## config.mk

```make
export PLATFORM = sky130hd
export DESIGN_NAME = fp_adder_seq
export DESIGN_NICKNAME = d
export VERILOG_FILES = /design/src/rtl/fp_adder_seq.sv
export SDC_FILE = /design/constraint.sdc
export NUM_CORES = 1
export LEC_CHECK = 0
export ABC_CLOCK_PERIOD_IN_PS = 4050
export CORE_ASPECT_RATIO = 1.2
export CORE_MARGIN = 8
export CORE_UTILIZATION = 60
export DETAILED_ROUTE_END_ITERATION = 10
export DONT_BUFFER_PORTS = 1
export PLACE_DENSITY = 0.84
export SLEW_MARGIN = 40
export SYNTH_ARGS = -nofsm -noshare
export SYNTH_HDL_FRONTEND = slang
export SYNTH_SLANG_ARGS = --single-unit
```

## constraint.sdc

```tcl
create_clock -name clk -period 4.05 [get_ports clk]
set_input_delay 0.81 -clock clk [delete_from_list [all_inputs] [get_ports clk]]
set_output_delay 0.81 -clock clk [all_outputs]
set_load 0.1 [all_outputs]
```

## src/rtl/fp_adder_seq.sv

```systemverilog
// fp_adder_seq: multi-cycle floating-point adder sequenced IDLE -> ALIGN -> ADD -> NORM -> DONE.
// Build option FP_ADD_ROUND_EN keeps one guard bit and rounds half-up; without it, shifted-out bits are truncated.
module fp_adder_seq #(
  parameter int EXP_W  = 4,
  parameter int FRAC_W = 8
) (
  input  logic              clk,
  input  logic              reset,
  input  logic              start,
  input  logic              sign1,
  input  logic              sign2,
  input  logic [EXP_W-1:0]  exp1,
  input  logic [EXP_W-1:0]  exp2,
  input  logic [FRAC_W-1:0] frac1,
  input  logic [FRAC_W-1:0] frac2,
  output logic              ready,
  output logic              done_tick,
  output logic              sign_out,
  output logic [EXP_W-1:0]  exp_out,
  output logic [FRAC_W-1:0] frac_out,
  output logic              overflow
);

`ifdef FP_ADD_ROUND_EN
  localparam int GW = 1;
`else
  localparam int GW = 0;
`endif
  localparam int MW = FRAC_W + GW;
  localparam logic [EXP_W-1:0]  EXP_MAX  = '1;
  localparam logic [FRAC_W-1:0] FRAC_MAX = '1;

  typedef enum logic [2:0] {IDLE, ALIGN, ADD, NORM, DONE} state_t;
  state_t state;

  logic              eff_sub;
  logic              sign_b;
  logic [EXP_W-1:0]  exp_b;
  logic [EXP_W-1:0]  exp_s;
  logic [MW-1:0]     mant_b;
  logic [MW-1:0]     mant_s;
  logic              w_sign;
  logic              w_ovf;
  logic [EXP_W-1:0]  w_exp;
  logic [MW-1:0]     w_mant;

  logic              op1_big;
  logic [EXP_W-1:0]  exp_diff;
  logic [MW:0]       sum;
  logic              norm_shift;
  logic [EXP_W-1:0]  fin_exp;
  logic [FRAC_W-1:0] fin_frac;
  logic              fin_ovf;

  function automatic logic exp_saturates(input logic [EXP_W-1:0] e);
    return e == EXP_MAX;
  endfunction

`ifdef FP_ADD_ROUND_EN
  function automatic logic [FRAC_W:0] round_half_up(input logic [MW-1:0] m);
    return {1'b0, m[MW-1:1]} + {{FRAC_W{1'b0}}, m[0]};
  endfunction

  logic [FRAC_W:0] rnd;
`endif

  always_comb begin
    op1_big    = {exp1, frac1} >= {exp2, frac2};
    exp_diff   = exp_b - exp_s;
    sum        = eff_sub ? ({1'b0, mant_b} - {1'b0, mant_s})
                         : ({1'b0, mant_b} + {1'b0, mant_s});
    norm_shift = !w_ovf && !w_mant[MW-1] && (w_exp != '0);
`ifdef FP_ADD_ROUND_EN
    rnd      = round_half_up(w_mant);
    fin_exp  = w_exp;
    fin_frac = rnd[FRAC_W-1:0];
    fin_ovf  = w_ovf;
    if (w_ovf) begin
      fin_frac = FRAC_MAX;
    end else if (rnd[FRAC_W]) begin
      if (exp_saturates(w_exp)) begin
        fin_exp  = EXP_MAX;
        fin_frac = FRAC_MAX;
        fin_ovf  = 1'b1;
      end else begin
        fin_exp  = w_exp + 1'b1;
        fin_frac = rnd[FRAC_W:1];
      end
    end
`else
    fin_exp  = w_exp;
    fin_frac = w_mant;
    fin_ovf  = w_ovf;
`endif
  end

  // Working datapath: operands are captured on acceptance and only meaningful while busy.
  always_ff @(posedge clk) begin
    case (state)
      IDLE: begin
        if (start) begin
          eff_sub <= sign1 ^ sign2;
          if (op1_big) begin
            sign_b <= sign1;
            exp_b  <= exp1;
            exp_s  <= exp2;
            mant_b <= MW'(frac1) << GW;
            mant_s <= MW'(frac2) << GW;
          end else begin
            sign_b <= sign2;
            exp_b  <= exp2;
            exp_s  <= exp1;
            mant_b <= MW'(frac2) << GW;
            mant_s <= MW'(frac1) << GW;
          end
        end
      end
      ALIGN: begin
        if (int'(exp_diff) >= FRAC_W + 1) mant_s <= '0;
        else                              mant_s <= mant_s >> exp_diff;
      end
      ADD: begin
        w_sign <= sign_b;
        w_exp  <= exp_b;
        w_mant <= sum[MW-1:0];
        w_ovf  <= 1'b0;
        if (sum[MW]) begin
          if (exp_saturates(exp_b)) begin
            w_exp  <= EXP_MAX;
            w_mant <= '1;
            w_ovf  <= 1'b1;
          end else begin
            w_exp  <= exp_b + 1'b1;
            w_mant <= sum[MW:1];
          end
        end else if (sum == '0) begin
          w_sign <= 1'b0;
          w_exp  <= '0;
        end
      end
      NORM: begin
        if (norm_shift) begin
          w_mant <= w_mant << 1;
          w_exp  <= w_exp - 1'b1;
        end
      end
      default: ;
    endcase
  end

  // Control FSM. Carry, saturated and zero sums also pass through NORM, which exits at once for
  // them, so every result sees the same 4-cycle base latency.
  always_ff @(posedge clk) begin
    if (reset) begin
      state     <= IDLE;
      ready     <= 1'b1;
      done_tick <= 1'b0;
      sign_out  <= 1'b0;
      exp_out   <= '0;
      frac_out  <= '0;
      overflow  <= 1'b0;
    end else begin
      done_tick <= 1'b0;
      case (state)
        IDLE: begin
          if (start) begin
            ready <= 1'b0;
            state <= ALIGN;
          end
        end
        ALIGN: state <= ADD;
        ADD:   state <= NORM;
        NORM: begin
          if (!norm_shift) begin
            state     <= DONE;
            done_tick <= 1'b1;
            sign_out  <= w_sign;
            exp_out   <= fin_exp;
            frac_out  <= fin_frac;
            overflow  <= fin_ovf;
          end
        end
        DONE: begin
          ready <= 1'b1;
          state <= IDLE;
        end
        default: begin
          ready <= 1'b1;
          state <= IDLE;
        end
      endcase
    end
  end

endmodule

```

==> flow_summary.ini <==
[clock_network]
clk_root_buffer_cell = clkbuf_8
post_cts_resize_count = 0
cts.sinks = 59
clk-insertion-delay-late_ns = 0.34
cts.hold.buffers_added = 0
clock_tree.htree_level_count = 3
ctsLongestPathBuffers = 2
cts.repair_timing.setup_buffer_count = 0
cts_buffers = 9
worst_setup_hold_path_clk_slew_ns = 0.07
clock_tree_from_tritoncts = built

[pwr]
power.density_cell_area_nw_per_um2 = 534
power_report.internal_total_mw = 1.42
power.sequential.fraction_pct = 38.6
power.share.switching_pct = 36.1
power.share.clock_pct = 23.8
p_switching_mw = 0.801
p_comb_share_pct = 37.6
p_leak_nw = 1.65
vdd_ir_drop_max_v = 0.000323

[detailed_routing]
drc = 0
wl_microns = 7740
num_vias = 2881
drt-initial-drc-count = 121
detailedRoute.firstPassIterationCount = 5
detail_route.wl_per_cell_microns = 15.7
post_route_ant_nets = 0
route.detailed.vias_per_inst = 5.84

[logic_synthesis]
synthMostInstantiatedCell = nand2_1
synth_top_area_share_pct = 30.9
syn_inst = 405
synth_seq_area_share_pct = 40.7
netlist_area_sq_um = 3880
synth_commonest_cells = 52 x nand2_1, 40 x edfxtp_1, 39 x nor2_1, 27 x a21oi_1
synth_edf_count = 40
synth_top_cell_by_area = edfxtp_1
yosys-top-cells-area = edfxtp_1 31%, dfxtp_1 9.8%, ha_1 8.4%, nand2_1 5.0%, nor2_1 3.8%
synth_area_per_cell_sq_um = 9.59
postSynth.asyncResetShare_pct = 0
synth_warn = 0
yosys.cell_types.count = 66
postSynthNetCount = 462
ys_ff_latch = 59
synth_top_flop_cell = edfxtp_1

[critical_path]
slowest_delay_ns = 0.48
r2r.worst_path.cells = 12
critical_path_peak_fanout = 8
timing.critical_path.mode_cell = ha_1
master_of_the_slowest_instance_on_the_critical_path = a311oi_1
timing.setup.critical_path_class = reg -> reg
crit_required_ns = 4.15
critPathLaunchType = flip-flop
crit_path_cell_trace = inv_1, ha_1, nand2b_1, nor4_1, nor2_1, xnor2_1, ha_1, o21a_1, o22ai_1, a311oi_1, nand4_2, a41o_1
worst_setup_path_end_kind = flip-flop
worst-endpoint-arrival_ns = 3.30

[sta]
hold_violations = 0
setup-violations-final = 0
timing.final.crit_period_ns = 3.20
setup_repair_after_global_routing_missed_its_margin = false
timing_worst_slew_pin_value_ns = 0.702
timing.max_slew.rel_slack_pct = 53.0
totalNegativeSetupSlack_ns = 0
max_freq_mhz = 313
share_of_the_cycle_needed_by_the_critical_path_after_routing_pct = 79.0
maxSlewViolCount = 0
final_critical_path_setup_slack_ns = 0.850
setup_clock_skew_after_layout_ns = 0.00588

[final_layout]
seq_area_sq_um = 1600
stdcell_count = 493
final_net_count = 460
antenna_cells = 0
layout.filler_cells = 521
areaGrowthSynthToFinish_pct = 7.09
stdcell_area_sq_um = 4160
multi_input_comb_area_sq_um = 2140
drive_gt1_share_pct = 16.9

[global_routing]
pin_count_of_the_biggest_net_entering_global_routing = 37
grt_antenna_before_repair = 0
grt_pass1_wl_microns = 12900
grt_pass1_vias = 2988
grt_util_all_layers_pct = 17.5
gr_overflow_total = 0

[status]
outcome = completed

[floorplanning]
floorplan.rows = 32
design.portCount = 45
die-area_sq_um = 9320
width_of_the_die_microns = 89.5
chipHeight_microns = 104
effective_utilization_at_floorplan_pct = 61.0
core_area_sq_um = 6370

[worst_hold_path]
timing.hold.worst.class = in -> reg
min_path_cells = 1

[placed_design]
dpl_cell_area_sq_um = 3970
placement.setup.worst_slack_ns = 0.877
buffer_ports.inserted = 0
detailedPlacementHpwl_microns = 6040
place.gp.congestion = 0.819
place_inst = 477

[flow_run]
cap_violations = 0
[stage by stage]
step | util [%] | power, mW | hold slack [ns]
after floorplan | - | 1.56 | 0.471
after global placement | 61.8 | 1.65 | 0.491
after detailed placement | 62.3 | 1.70 | 0.502
after CTS | 65.3 | 2.23 | 0.505
after global routing | 65.3 | 2.35 | 0.505
final | 65.3 | 2.22 | 0.519
[state kept, by name, summed over array words and instances (netlist names)]
signal	cells
exp_b	4
exp_out	4
fin_exp	4
fin_frac	8
w_sign	1
sign_out	1
done_tick	1
overflow	1
fin_ovf	1
frac_out	8
sign_b	1
state	3
mant_b	8
exp_s	4
mant_s	8
eff_sub	1
ready	1
[layout make-up]
type,instances,share of cell area (%)
multi-input combinational,304,51.5
sequential,59,38.5
clock buffer,11,3.40
tap,85,2.56
inverter,27,2.44
clock inverter,5,1.23
timing repair buffer,2,0.361
[layout by cell type, fill, tap and decap left out, drive strengths merged, types with 11 or more instances in the layout]
master  Yosys  final
edfxtp     40     40
nor2       41     41
inv        27     28
mux2       11     11
nand2      52     52
o21ai      24     24
a21oi      28     28
dfxtp      19     19
xnor2      11     11
clkbuf      7     11
ha         26     26
[metal layers]
layer	wire, microns	track usage [%]	vias up
li1	-	-	1456
met1	3050	17.4	1345
met2	4060	31.5	71
met3	533	4.74	9
met4	93	9.06	0
met5	0	0	-
[final timing paths]
path	endpoint	slack (ns)	startpoint
hold / removal	frac_out[5]	0.52	reset
setup / recovery	fin_exp[2]	0.85	mant_s[1]
setup reg to reg	fin_exp[2]	0.85	mant_s[1]
hold reg to reg	sign_out	0.52	w_sign
[power groups by stage]
stage	Combinational, mW	Sequential [mW]	Clock [mW]
final	0.836	0.857	0.528
after global routing	0.928	0.866	0.556
after CTS	0.834	0.857	0.536
after detailed placement	0.829	0.870	0
after global placement	0.788	0.865	0
after floorplan	0.711	0.845	0
[critical path: cells and delay by family, from the launching register on]
kind,cells,cell delay [ns]
flip-flops,1,0.42
AO/OA/AOI/OAI,4,1.04
adder cells (fa/ha/maj),2,0.59
XOR/XNOR,1,0.13
AND/OR/NAND/NOR,4,0.69
buffers and inverters,1,0.09
[cells by family after synthesis]
| kind of cell | Yosys count | synth area share, % |
|---|---|---|
| and+or+nand+nor | 135 | 17.0 |
| AOI/OAI and AO/OA | 102 | 18.1 |
| DFF | 59 | 40.7 |
| buffers and inverters | 42 | 4.51 |
| adders and majority gates | 28 | 9.40 |
| muxes | 21 | 5.86 |
| xor gates and xnor gates | 18 | 4.44 |
Note: power is estimated with default switching activity, not from simulation.
